`config.mk`:
```
export PLATFORM = sky130hd
export DESIGN_NAME = imem_image_loader
export DESIGN_NICKNAME = d
export VERILOG_FILES = /design/src/rtl/imem_image_loader.sv
export SDC_FILE = /design/constraint.sdc
export NUM_CORES = 1
export LEC_CHECK = 0
export CELL_PAD_IN_SITES_DETAIL_PLACEMENT = 0
export CELL_PAD_IN_SITES_GLOBAL_PLACEMENT = 2
export CORE_UTILIZATION = 30
export CTS_CLUSTER_SIZE = 28
export DETAILED_ROUTE_END_ITERATION = 16
export PLACE_DENSITY_LB_ADDON = 0.08
export SLEW_MARGIN = 20
export SYNTH_ARGS = -nofsm -noshare
export SYNTH_HDL_FRONTEND = slang
export SYNTH_SLANG_ARGS = --single-unit
export TNS_END_PERCENT = 10
```
`constraint.sdc`:
```
create_clock -name clk -period 1.8 [get_ports clk]
set_clock_uncertainty 0.2 [all_clocks]
set_input_delay 0.27 -clock clk [delete_from_list [all_inputs] [get_ports clk]]
set_output_delay 0.27 -clock clk [all_outputs]
set_load 0.02 [all_outputs]
```
`src/rtl/imem_image_loader.sv`:
```
// imem_image_loader: assembles byte-stream load records into 16-bit instruction memory writes
// Ports: clk, rst (synchronous, active-high); in_data/in_valid/in_ready byte stream sink;
//        mem_wr/mem_addr/mem_data single-cycle memory write port; busy (record in progress),
//        done (one-cycle record-complete pulse), err (sticky, cleared only by rst).
// Record: addr hi, addr lo, count hi, count lo, then count x (data hi, data lo), big-endian.
// Define LOADER_CKSUM_EN to require a trailer byte that makes the 8-bit sum of the record zero.
module imem_image_loader #(
    parameter int ADDR_WIDTH = 16
) (
    input  logic                  clk,
    input  logic                  rst,
    input  logic [7:0]            in_data,
    input  logic                  in_valid,
    output logic                  in_ready,
    output logic                  mem_wr,
    output logic [ADDR_WIDTH-1:0] mem_addr,
    output logic [15:0]           mem_data,
    output logic                  busy,
    output logic                  done,
    output logic                  err
);
    typedef enum logic [3:0] {
        A_HI, A_LO, N_HI, N_LO, D_HI, D_LO, WR, ERR
`ifdef LOADER_CKSUM_EN
        , CK
`endif
    } state_t;
    state_t                state_q, state_d;
    logic [ADDR_WIDTH-1:0] addr_q, addr_d, mem_addr_q, mem_addr_d;
    logic [15:0]           cnt_q, cnt_d, mem_data_q, mem_data_d;
    logic [7:0]            hi_q, hi_d;
    logic                  mem_wr_q, mem_wr_d, busy_q, busy_d, done_q, done_d, err_q, err_d;
    logic                  xfer, last;
`ifdef LOADER_CKSUM_EN
    logic [7:0]            sum_q, sum_d;
`endif
    assign in_ready = !(state_q inside {WR, ERR});
    assign xfer     = in_valid && in_ready;
    assign mem_wr   = mem_wr_q;
    assign mem_addr = mem_addr_q;
    assign mem_data = mem_data_q;
    assign busy     = busy_q;
    assign done     = done_q;
    assign err      = err_q;
    always_comb begin
        state_d    = state_q;
        addr_d     = addr_q;
        cnt_d      = cnt_q;
        hi_d       = hi_q;
        mem_addr_d = mem_addr_q;
        mem_data_d = mem_data_q;
        mem_wr_d   = 1'b0;
        done_d     = 1'b0;
        err_d      = err_q;
        last       = 1'b0;
`ifdef LOADER_CKSUM_EN
        // running sum restarts with the first header byte of each record
        sum_d      = xfer ? ((state_q == A_HI) ? in_data : sum_q + in_data) : sum_q;
`endif
        case (state_q)
            A_HI: if (xfer) begin
                hi_d    = in_data;
                state_d = A_LO;
            end
            A_LO: if (xfer) begin
                addr_d  = ADDR_WIDTH'({hi_q, in_data});
                err_d   = in_data[0];
                state_d = in_data[0] ? ERR : N_HI;
            end
            N_HI: if (xfer) begin
                hi_d    = in_data;
                state_d = N_LO;
            end
            N_LO: if (xfer) begin
                cnt_d   = {hi_q, in_data};
                last    = ({hi_q, in_data} == 16'd0);
                state_d = D_HI;
            end
            D_HI: if (xfer) begin
                hi_d    = in_data;
                state_d = D_LO;
            end
            D_LO: if (xfer) begin
                // output registers load here so the strobe lines up with the WR cycle
                mem_wr_d   = 1'b1;
                mem_addr_d = addr_q;
                mem_data_d = {hi_q, in_data};
                state_d    = WR;
            end
            WR: begin
                addr_d  = addr_q + ADDR_WIDTH'(2);
                cnt_d   = cnt_q - 16'd1;
                last    = (cnt_q == 16'd1);
                state_d = D_HI;
            end
`ifdef LOADER_CKSUM_EN
            CK: if (xfer) begin
                done_d  = (sum_q + in_data) == 8'h00;
                err_d   = (sum_q + in_data) != 8'h00;
                state_d = ((sum_q + in_data) == 8'h00) ? A_HI : ERR;
            end
`endif
            default: ;
        endcase
        if (last) begin
`ifdef LOADER_CKSUM_EN
            state_d = CK;
`else
            state_d = A_HI;
            done_d  = 1'b1;
`endif
        end
        busy_d = !(state_d inside {A_HI, ERR});
    end
    always_ff @(posedge clk) begin
        if (rst) begin
            state_q    <= A_HI;
            addr_q     <= '0;
            cnt_q      <= '0;
            hi_q       <= '0;
            mem_addr_q <= '0;
            mem_data_q <= '0;
            mem_wr_q   <= 1'b0;
            busy_q     <= 1'b0;
            done_q     <= 1'b0;
            err_q      <= 1'b0;
`ifdef LOADER_CKSUM_EN
            sum_q      <= '0;
`endif
        end else begin
            state_q    <= state_d;
            addr_q     <= addr_d;
            cnt_q      <= cnt_d;
            hi_q       <= hi_d;
            mem_addr_q <= mem_addr_d;
            mem_data_q <= mem_data_d;
            mem_wr_q   <= mem_wr_d;
            busy_q     <= busy_d;
            done_q     <= done_d;
            err_q      <= err_d;
`ifdef LOADER_CKSUM_EN
            sum_q      <= sum_d;
`endif
        end
    end
endmodule

```
Yosys cells after proc, flatten, opt, wreduce, memory -nomap -nowiden
Cells that the tools add are included.

$add $sub $neg: 2. Equal/unequal tests: 11. Mux-type cells: 16. Bitwise gates (word level): 1. Reductions and logical operators: 17.

Operators by type and width (number): one-hot mux 16 bit (2 select lines) (2); 2-to-1 mux 4 bit (7); one-hot mux 4 bit (7 select lines) (1); equality test 4 x 3 -> 1 bit, second input constant (5); adder 16 x 2 -> 16 bit, second input constant (1); equality test 16 x 1 -> 1 bit, second input constant (1); logical NOT 16 bit (1); 2-to-1 mux 16 bit (1); subtractor 16 x 1 -> 16 bit, second input constant (1); AND reduction 2 bit (5); equality test 4 x 2 -> 1 bit, second input constant (2); logical NOT 4 bit (2); nonzero test 2 bit (4); equality test 4 x 1 -> 1 bit, second input constant (1); != test 2 bit, second input constant (2); 2-to-1 mux 1 bit (3); 2-to-1 mux 3 bit (1); OR reduction 3 bit (1); logical NOT 1 bit (2); one-hot mux 1 bit (2 select lines) (1); OR reduction 2 bit (1); logical AND 1 bit (1); NOT 1 bit (1).

Register bits after elaboration: 80. Bits of input ports: 11. Output and inout port bits: 37. Word-level logic and storage cells: 57.

Longest topological paths before layout
Gate-level depths: netlist of run 1.

Depth in word-level cells: 10. Gate-level depth with buffers: 7. Mapped depth without buffers: 6.

Worst setup path before layout of run 1
Ideal clock, no wire load.

Path kind: register -> register. Start: register state_q[3]. End: register cnt_q[4]. Library setup time: 0.074 ns. Arrival time: 1.503 ns. Data required time: 1.526 ns. Setup slack: 0.023 ns. Stages on the path, launching flop included: 7. Path buffers: 2. Clock period less this slack: 1.777 ns. Cells stage by stage: dfxtp_1 -> buf_4 -> nor4bb_4 -> buf_6 -> nand2_2 -> or4_1 -> a31oi_1.

Cells in the longest elaborated chain, start to end: 6. Elaborated cells between the ends (all ways): 10. Classes of those cells: eq/ne (4); mux (1); reduce/logical (5).

Ends and longest elaborated chain: from (decl) (RTL line 28) `state_t state_q, state_d;`; from (signal assigned) (RTL line 131) `state_q <= state_d;`; equality test 4 x 3 -> 1 bit, on equally long branches (RTL line 37, 60); nonzero test 2 bit (RTL line 37) `assign in_ready = !(state_q inside {WR, ERR});`; logical NOT 1 bit (RTL line 37); logical AND 1 bit (RTL line 38) `assign xfer = in_valid && in_ready;`; != test 2 bit (no line); AND reduction 2 bit (no line); to (signal assigned) (RTL line 133) `cnt_q <= cnt_d;`; to (decl) (RTL line 30) `logic [15:0] cnt_q, cnt_d, mem_data_q, mem_data_d;`.

Parallel ways exist; a longest one is shown, timed or not. A chain may end at the register's enable or synchronous reset.

Final worst setup path of run 1
Start: register cnt_q[2]. End: register cnt_q[14].

Cells in the longest elaborated chain, start to end: 2.

Ends and longest elaborated chain: subtractor 16 x 1 -> 16 bit (RTL line 92) `cnt_d = cnt_q - 16'd1;`; one-hot mux 16 bit (2 select lines) (RTL line 60) `case (state_q)`.

Every way passes these cells.

==> impl_metrics.toml, run 1 <==
[outcome]
outcome = "finished with violations"
failed_checks = "setup timing"

[synthesis]
yosys_warnings = 0
synth.distinct_cells = 56
most_used_flip_flop_cell_after_synthesis = "dfxtp_1"
synthCells = 447
synth-edff-count = 0
share_of_flip_flops_with_an_asynchronous_set_or_reset_after_synthesis = 0
synth.net_count = 461
synth_seq_cells = 80
syn_avg_cell_area_um2 = 8.33
synth_seq_area_share = 0.430
syn-cell-area_um2 = 3720

[layout]
area_delta_synth_final_pct = 41.8
antenna_cells_inserted = 0
mostFrequentLayoutCell = "nand2_1"
num-nets-final = 560
final_layout_size_suffix_gt1_frac = 0.221
layout.cells.most_common_list = "84 x nand2_1, 74 x dfxtp_1, 61 x buf_4"
fillerInstances = 1224
layoutNonFillerInstCount = 719

[detailed_routing]
ant_nets = 0
post_detailed_routing_wire_length_um = 12400
drt_drc_violations_left = 0
drtIter0Drc = 240
avgRoutedWirePerCell_um = 17.3
via_per_inst = 5.12
detailroute.via_count = 3679
drt-pass1-iter-count = 4

[global_route]
first_pass_grt_wire_length_um = 19800
grt-ovfl-total = 0
track_usage = 0.204
antenna_found_initial = 0
first_global_vias = 3537
grt_max_degree = 46

[sta]
fin_crit_sh = 1.02
layout_setup_ws_ns = -0.0327
final_slew_violations = 0
setup-violations-final = 7
shortest_period_the_worst_path_allows_ns = 1.83
unrepaired_setup_endpoints_after_global_routing = "yes"
fin_hold_ws_ns = 0.134
fmaxAchievable_ghz = 0.546
max_slew_margin = 0.644
max_slew.worst_pin.slew_ns = 0.534
finalHoldViolations = 0

[clock_tree]
clock_path_buffers = 2
tritoncts = "built"
clock-root-buffer = "clkbuf_16"
worst_setup_hold_path_clk_slew_ns = 0.06
tritoncts_num_sinks = 80
tritoncts.num_buffers = 9
htree_num_levels = 3
clk_latency_ns = 0.34

[place]
io_buffer_count = 47
dp.cells = 701
hpwl_um = 8620
place_congestion = 0.813

[pwr]
total_power_mw = 4.16
cellPowerDensity_nw_per_um2 = 788
worst_ir_drop_vdd_uv = 546
power.leakage_nw = 2.09

[worst_hold_path]
holdCritPathClass = "input port to flop"

[die]
io_pins = 48
initial_core_util = 0.309
placeableCoreArea_um2 = 12100
die_height_um = 113
die_w_um = 113
fp.dieArea_um2 = 12900
std_cell_rows = 40

[setup_path]
crit_family = "simple AND/OR/NAND/NOR gates"
critPathKind = "flop to flop"
crit_path_max_incr_delay_ns = 0.55
crit_arrival_ns = 1.89
critPathSlowestCell = "or4_4"
crit_path_start_kind = "flop"
critical_path_required_ns = 1.86
crit_chain = "or4_4 -> nor3_4 -> a311oi_2 -> nor4_2"
endpoint_kind = "flop"
crit_fanout = 5
critPathBufInv = 0

[run]
cap_violations = 0
-- logic make-up after synthesis --
kind of cell    share of synthesized area
compound gates                      0.194
xor+xnor                          0.00235
fa+ha+maj                          0.0101
buf+inv                            0.0454
flops                               0.430
mux                                0.0245
simple gates                        0.294
-- flip-flops by register name, summed over array words and instances (netlist names) --
| register | count |
|---|---|
| addr_q | 16 |
| err | 1 |
| mem_wr | 1 |
| mem_addr | 16 |
| cnt_q | 16 |
| state_q | 4 |
| hi_q | 8 |
| done | 1 |
| busy | 1 |
| mem_data | 16 |
-- tightest hold or removal path: cells and delay by family --
kind / cells / cell delay, ns
simple gates: 2 / 0.14
compound gates: 1 / 0.09
buf+inv: 1 / 0.13
-- timing repair --
item / 4_1_cts / 5_1_grt
endpoints found under the hold margin: 0 / 0
setup buffers: 2 / 1
hold buffers: 0 / 0
resized for setup: 24 / 24
pin swaps: 7 / 3
endpoints found under the setup margin: 69 / 48
cloned: 0 / 0
-- area by class of cell --
type                            count  area (um^2)  share of cell area
Clock buffer                       14          274              0.0519
Clock inverter                      2         12.5             0.00237
Inverter                            9         33.8             0.00640
Multi-Input combinational cell    329         2060               0.391
Sequential cell                    80         1610               0.305
Tap cell                          168          210              0.0398
Timing Repair Buffer              117         1070               0.203
-- cells in the mapped netlist (7+ instances only) --
cell | number | area share
nand2_1 | 84 | 0.085
dfxtp_1 | 80 | 0.43
a21oi_1 | 52 | 0.070
nor2_1 | 28 | 0.028
clkbuf_1 | 18 | 0.018
nor4_1 | 15 | 0.025
and3_1 | 11 | 0.018
nand3_1 | 11 | 0.015
nor3_1 | 10 | 0.013
o21ai_0 | 10 | 0.013
a211oi_1 | 9 | 0.018
a31oi_1 | 9 | 0.015
inv_1 | 9 | 0.0091
mux2i_1 | 8 | 0.022
and4_1 | 7 | 0.016
or3_1 | 7 | 0.012
-- through the flow --
step | worst slack (ns) | cell area (um^2) | util | TNS [ns]
after global placement | -0.273 | 4840 | 0.401 | -10.68
after CTS | -0.0348 | 5220 | 0.432 | -0.0829
after detailed placement | -0.310 | 4840 | 0.401 | -11.72
final | -0.0327 | 5280 | 0.438 | -0.132
after global routing | -0.0975 | 5280 | 0.438 | -2.16
after floorplan | 0.0230 | 3720 | - | 0
-- final timing paths --
| kind | start | to | slack, ns | cells after the start |
|---|---|---|---|---|
| worst max-delay path | cnt_q[2] | cnt_q[14] | -0.03 | 4 |
| worst min-delay path | rst | cnt_q[12] | 0.13 | 4 |
| worst max register to register | cnt_q[2] | cnt_q[14] | -0.03 | 4 |
| worst min register to register | mem_addr[1] | mem_addr[1] | 0.25 | 2 |
-- metal layers --
layer  global-route usage  up-vias  part of all wire
met5                    0        -                 0
met3               0.0505        6             0.054
li1                     -     1824                 -
met1                0.277     1762              0.48
met4               0.0500        0            0.0087
met2                0.323       87              0.46
-- where the power goes --
group / internal (mW) / total [mW] / switching (mW)
Clock: 1.05 / 1.82 / 0.772
Sequential: 1.82 / 1.87 / 0.0523
Combinational: 0.223 / 0.468 / 0.244
Power figures use the tool's default switching activity.
==> run 2: changes to the inputs <==
- HOLD_SLACK_MARGIN: default -> 0.12
==> results of run 2 <==
Same layout as run 1: the final DEF is identical, and so are final timing and power.
